File: config.mk
export PLATFORM = sky130hd
export DESIGN_NAME = i2s_audio_tx_flat
export DESIGN_NICKNAME = d
export VERILOG_FILES = /design/src/rtl/i2s_audio_tx_if.sv /design/src/rtl/i2s_audio_tx.sv /design/src/flat_wrapper.sv
export SDC_FILE = /design/constraint.sdc
export NUM_CORES = 1
export LEC_CHECK = 0
export BUFFER_PORTS_ARGS = -buffer_cell sky130_fd_sc_hd__buf_2
export CAP_MARGIN = 20
export CORE_MARGIN = 2
export CORE_UTILIZATION = 58
export DETAILED_ROUTE_END_ITERATION = 6
export PLACE_DENSITY_LB_ADDON = 0.15
export SYNTH_ARGS = -nofsm -noshare
export SYNTH_HDL_FRONTEND = slang
export SYNTH_SLANG_ARGS = --single-unit
File: constraint.sdc
create_clock -name clk -period 4 [get_ports clk]
set_input_delay 0.6 -clock clk [delete_from_list [all_inputs] [get_ports clk]]
set_output_delay 0.6 -clock clk [all_outputs]
set_load 0.1 [all_outputs]
File: src/rtl/i2s_audio_tx_if.sv
// i2s_audio_tx_if: stereo sample handshake between the mix stage and the I2S transmitter
interface i2s_audio_tx_if;
  logic signed [15:0] left;
  logic signed [15:0] right;
  logic               sample_valid;
  logic               sample_ready;
  modport master (output left, right, sample_valid, input sample_ready);
  modport slave  (input left, right, sample_valid, output sample_ready);
endinterface

File: src/rtl/i2s_audio_tx.sv
// i2s_audio_tx: 16-bit stereo I2S transmitter with a one-deep sample buffer and a clk-derived bit clock
module i2s_audio_tx #(
  parameter int CLK_HZ_PAL  = 31500000,
  parameter int CLK_HZ_NTSC = 32940000,
  parameter int SAMPLE_RATE = 24000
) (
  input  logic           clk,
  input  logic           pll_lock,
  input  logic           ntscmode_i,
  input  logic           mute_i,
  i2s_audio_tx_if.slave  smp,
  output logic           frame_start_o,
  output logic           underrun_o,
  output logic           hp_bck_o,
  output logic           hp_ws_o,
  output logic           hp_din_o
);
  localparam logic [7:0] LIM_PAL  = 8'(CLK_HZ_PAL / (SAMPLE_RATE * 32) / 2 - 1);
  localparam logic [7:0] LIM_NTSC = 8'(CLK_HZ_NTSC / (SAMPLE_RATE * 32) / 2 - 1);
  logic [7:0]  cnt_q, cnt_d;
  logic [4:0]  slot_q, slot_d;
  logic [31:0] smp_q, smp_d, frame_q, frame_d;
  logic        bck_q, bck_d, ws_q, ws_d, din_q, din_d;
  logic        fs_q, fs_d, ur_q, ur_d, rdy_q, rdy_d, full_q, full_d;
  logic        wrap, fall, bound, acc;
  // frame holds {left, right}, so slot s is always bit 31-s
  always_comb begin
    wrap    = cnt_q >= (ntscmode_i ? LIM_NTSC : LIM_PAL);
    fall    = wrap && bck_q;
    bound   = fall && (slot_q == 5'd31);
    acc     = smp.sample_valid && rdy_q;
    cnt_d   = wrap ? 8'd0 : cnt_q + 8'd1;
    bck_d   = bck_q ^ wrap;
    slot_d  = fall ? slot_q + 5'd1 : slot_q;
    frame_d = !bound ? frame_q : mute_i ? 32'd0 : full_q ? smp_q : frame_q;
    full_d  = acc ? 1'b1 : bound ? 1'b0 : full_q;
    smp_d   = acc ? {smp.left, smp.right} : smp_q;
    rdy_d   = !full_d;
    ws_d    = fall ? slot_d[4] : ws_q;
    din_d   = fall ? frame_d[~slot_d] : din_q;
    fs_d    = bound;
    ur_d    = bound && !full_q;
  end
  always_ff @(posedge clk or negedge pll_lock) begin
    if (!pll_lock) begin
      cnt_q   <= '0;
      slot_q  <= '0;
      smp_q   <= '0;
      frame_q <= '0;
      bck_q   <= 1'b0;
      ws_q    <= 1'b0;
      din_q   <= 1'b0;
      fs_q    <= 1'b0;
      ur_q    <= 1'b0;
      rdy_q   <= 1'b0;
      full_q  <= 1'b0;
    end else begin
      cnt_q   <= cnt_d;
      slot_q  <= slot_d;
      smp_q   <= smp_d;
      frame_q <= frame_d;
      bck_q   <= bck_d;
      ws_q    <= ws_d;
      din_q   <= din_d;
      fs_q    <= fs_d;
      ur_q    <= ur_d;
      rdy_q   <= rdy_d;
      full_q  <= full_d;
    end
  end
  assign smp.sample_ready = rdy_q;
  assign frame_start_o    = fs_q;
  assign underrun_o       = ur_q;
  assign hp_bck_o         = bck_q;
  assign hp_ws_o          = ws_q;
  assign hp_din_o         = din_q;
endmodule
File: src/flat_wrapper.sv
// flat-port wrapper written by rule: the top's interface ports become plain ports
module i2s_audio_tx_flat 
#(
  parameter int CLK_HZ_PAL  = 31500000,
  parameter int CLK_HZ_NTSC = 32940000,
  parameter int SAMPLE_RATE = 24000
)
  (clk, pll_lock, ntscmode_i, mute_i, frame_start_o, underrun_o, hp_bck_o, hp_ws_o, hp_din_o, smp_left, smp_right, smp_sample_valid, smp_sample_ready);
  i2s_audio_tx_if smp_i ();
  input  logic clk;
  input  logic pll_lock;
  input  logic ntscmode_i;
  input  logic mute_i;
  output logic frame_start_o;
  output logic underrun_o;
  output logic hp_bck_o;
  output logic hp_ws_o;
  output logic hp_din_o;
  input wire logic [$bits(smp_i.left)-1:0] smp_left;
  input wire logic [$bits(smp_i.right)-1:0] smp_right;
  input wire logic [$bits(smp_i.sample_valid)-1:0] smp_sample_valid;
  output wire logic [$bits(smp_i.sample_ready)-1:0] smp_sample_ready;
  assign smp_i.left = smp_left;
  assign smp_i.right = smp_right;
  assign smp_i.sample_valid = smp_sample_valid;
  assign smp_sample_ready = smp_i.sample_ready;
  i2s_audio_tx #(.CLK_HZ_PAL(CLK_HZ_PAL), .CLK_HZ_NTSC(CLK_HZ_NTSC), .SAMPLE_RATE(SAMPLE_RATE)) u_core (.clk(clk), .pll_lock(pll_lock), .ntscmode_i(ntscmode_i), .mute_i(mute_i), .smp(smp_i), .frame_start_o(frame_start_o), .underrun_o(underrun_o), .hp_bck_o(hp_bck_o), .hp_ws_o(hp_ws_o), .hp_din_o(hp_din_o));
endmodule
==> flow_summary.yaml <==
floorplan:
  die_h_um: 86.3
  io_pins: 43
  rows: 29
  die_area_um2: 7450
  die_width_um: 86.3
  core-area_um2: 6460
  start_util_pct: 60.8
clock_tree:
  cts_made_buffers: 9
  cts_resized: 0
  cts_max_level: 3
  cts_root_buf: "clkbuf_8"
  clkLatencyLatePin_ns: 0.36
  ctsHoldBuffers: 0
  cts_tree: "yes"
  clkTransAtPathRegs_ns: 0.08
  clk_path_buf_depth: 2
  post_cts_buffers: 0
  cts_sinks: 84
setup_path:
  reg2reg_slack_ns: 0.50
  arrival_ns: 3.75
  crit_fanout: 17
  cp_data_required_time_ns: 4.25
  criticalPathCategory: "register to register"
  endpoint_kind: "register"
  cp-start-kind: "register"
job:
  cap_violations: 0
detailed_routing:
  wl_um: 7570
  firstDrtPassIters: 4
  dr_total_vias: 2715
  avgRoutedWirePerCell_um: 16.1
  ant_nets: 0
  avgViaCountPerCell: 5.79
  drt_iter0_drc: 155
  drc: 0
sta:
  relSlewSlack_pct: 46.9
  rsz0062_at_grt: "no"
  period_minus_slack_ns: 3.50
  tns_ns: 0
  final_hold_viol_count: 0
  setup_viol: 0
  period_share_pct: 87.5
  finClkSkew_ns: 0.00787
  fin_ws_ns: 0.498
  worst_pin_slew_ns: 0.795
  max_freq_mhz: 286
  drv_slew: 0
synthesis:
  synthFlopType: "dfrtp_1"
  synth_top_family_by_area: "multiplexers"
  syn-cell-area_um2: 3930
  synth_xor_area_share_pct: 1.56
  syn_area_per_cell_um2: 11.4
  synth_compound_area_share_pct: 11.0
  synth_cell_types: 45
  netlist_instances: 346
  synth-edff-count: 0
  ys_warn_count: 0
  yosys.area_share.simple_pct: 10.4
  ys_seq_area_share_pct: 53.5
  synth_fa_ha_area_share_pct: 2.23
  synthMuxAreaShare_pct: 17.4
  async_reset_ff_share_pct: 100
  ys_ff_latch: 84
placement:
  pre_cts_ws_ns: 0.251
  dpl.hpwl_um: 5200
  place.port_buffers: 42
  gp_congestion: 0.860
  dpl.cell_count: 453
cells_and_area:
  fin_cells: 469
  synthToLayoutAreaGrowth_pct: 11.6
  fin_nets: 432
  drive_gt1_share_pct: 25.5
  utilization_pct: 67.9
  n_antenna_cell: 0
outcome:
  status: "finished clean"
pwr:
  p_leak_uw: 0.00202
  p_per_area_nw_per_um2: 741
  ir_worst_vdd_mv: 0.415
  total_power_uw: 3250
global_route:
  grt_usage_pct: 21.9
  grt_max_degree: 85
  antenna_found_initial: 0
  grt_pass1_vias: 2661
  grt_pass1_wl_um: 12500
  overflow: 0
worst_hold_path:
  worstHoldPathType: "input pin to asynchronous set/reset pin"
-- report_power, final --
part	internal (uW)	total, uW	switching, uW	leakage [uW]
clock	254	547	294	0.0000872
combinational	552	1290	736	0.000860
sequential	1190	1410	228	0.00107
total	1990	3250	1260	0.00202
-- metrics by stage --
stage	cell area (um2)	hold slack (ns)
after detailed placement	4180	0.498
after CTS	4360	0.457
after global placement	4180	0.494
after floorplan	3940	0.304
final	4380	0.0552
after global routing	4380	0.0416
-- path summary, 6_finish.rpt --
| path | from | cells after the start | to |
|---|---|---|---|
| worst max-delay path | u_core.cnt_q[0] | 15 | u_core.hp_din_o |
| worst min-delay path | pll_lock | 1 | u_core.frame_start_o |
| worst max register to register | u_core.cnt_q[0] | 15 | u_core.hp_din_o |
| worst min register to register | u_core.smp_q[22] | 1 | u_core.smp_q[22] |
| max in group asynchronous | pll_lock | 2 | u_core.hp_din_o |
| min in group clk | smp_left[11] | 2 | u_core.smp_q[27] |
-- state kept, by name, indices dropped and copies added (netlist names) --
| name | cells |
|---|---|
| u_core.cnt_q | 8 |
| u_core.frame_q | 32 |
| u_core.frame_start_o | 1 |
| u_core.full_q | 1 |
| u_core.hp_bck_o | 1 |
| u_core.hp_din_o | 1 |
| u_core.hp_ws_o | 1 |
| u_core.slot_q | 5 |
| u_core.smp.sample_ready | 1 |
| u_core.smp_q | 32 |
| u_core.underrun_o | 1 |
-- cells in the mapped netlist, types with 5 or more instances --
master	number	area share, %
a21boi_0	5	0.96
inv_1	12	1.1
o21ai_0	15	1.9
nor3_1	7	0.89
a21oi_1	18	2.3
dfrtp_1	84	54
mux2i_1	23	5.9
clkbuf_1	5	0.48
ha_1	7	2.2
xnor2_1	5	1.1
buf_2	6	0.76
mux2_2	34	9.7
nand2_1	28	2.7
nor2_1	31	3.0
o22ai_1	5	0.80
nor3b_1	6	1.1
-- layer usage --
| metal | global-route usage, % | routed length [um] |
|---|---|---|
| met5 | 0 | 0 |
| met4 | 7.81 | 81 |
| met3 | 6.29 | 346 |
| met2 | 34.7 | 3650 |
| met1 | 29.2 | 3490 |
-- critical path: stages, from the launching register on --
cell	delay, ns
dfrtp_1	0.41
inv_1	0.06
ha_1	0.26
nand2b_1	0.09
a21oi_1	0.06
nor2b_1	0.11
o31ai_1	0.07
nand2_1	0.16
ha_1	0.19
and3_1	0.63
buf_4	0.39
mux2i_1	0.30
o22ai_1	0.11
nor4_1	0.34
nor3_1	0.10
o211a_1	0.12
-- logic make-up after synthesis --
logic type               Yosys count
multiplexers                      60
AO/OA/AOI/OAI                     67
AND/OR/NAND/NOR                   89
flip-flops                        84
other                              1
XOR/XNOR                           7
adder cells (fa/ha/maj)            7
buffers and inverters             31
-- area by class of cell --
| class | instances | area, um2 |
|---|---|---|
| clock buffer | 11 | 151 |
| inverter | 12 | 45.0 |
| tap | 77 | 96.3 |
| multi-input combinational | 233 | 1690 |
| clock inverter | 4 | 25.0 |
| sequential | 84 | 2100 |
| timing repair buffer | 48 | 278 |
| fill | 511 | 2070 |
-- cells in the final DEF (no fill, tap or decap), types with 2 or more instances in the layout --
master and instances:
mux2i_1 23, nor4_1 2, buf_2 41, ha_1 7
a21boi_0 5, a311o_1 4, clkinv_2 2, a31oi_1 3
o21ai_0 15, xnor2_1 5, nand3_1 3, conb_1 3
nor3b_1 6, o31ai_1 3, nor2_1 31, o22ai_1 5
a21oi_1 18, buf_4 6, nand2b_1 2, mux2_2 34
nor3_1 7, o221ai_1 2, inv_1 12, nand2_1 28
mux4_2 2, o211ai_1 4, dfrtp_1 84, clkinvlp_4 2
and3_1 2, xor2_1 2, nor2b_1 4, clkbuf_8 11
(Power assumes the default switching activity.)
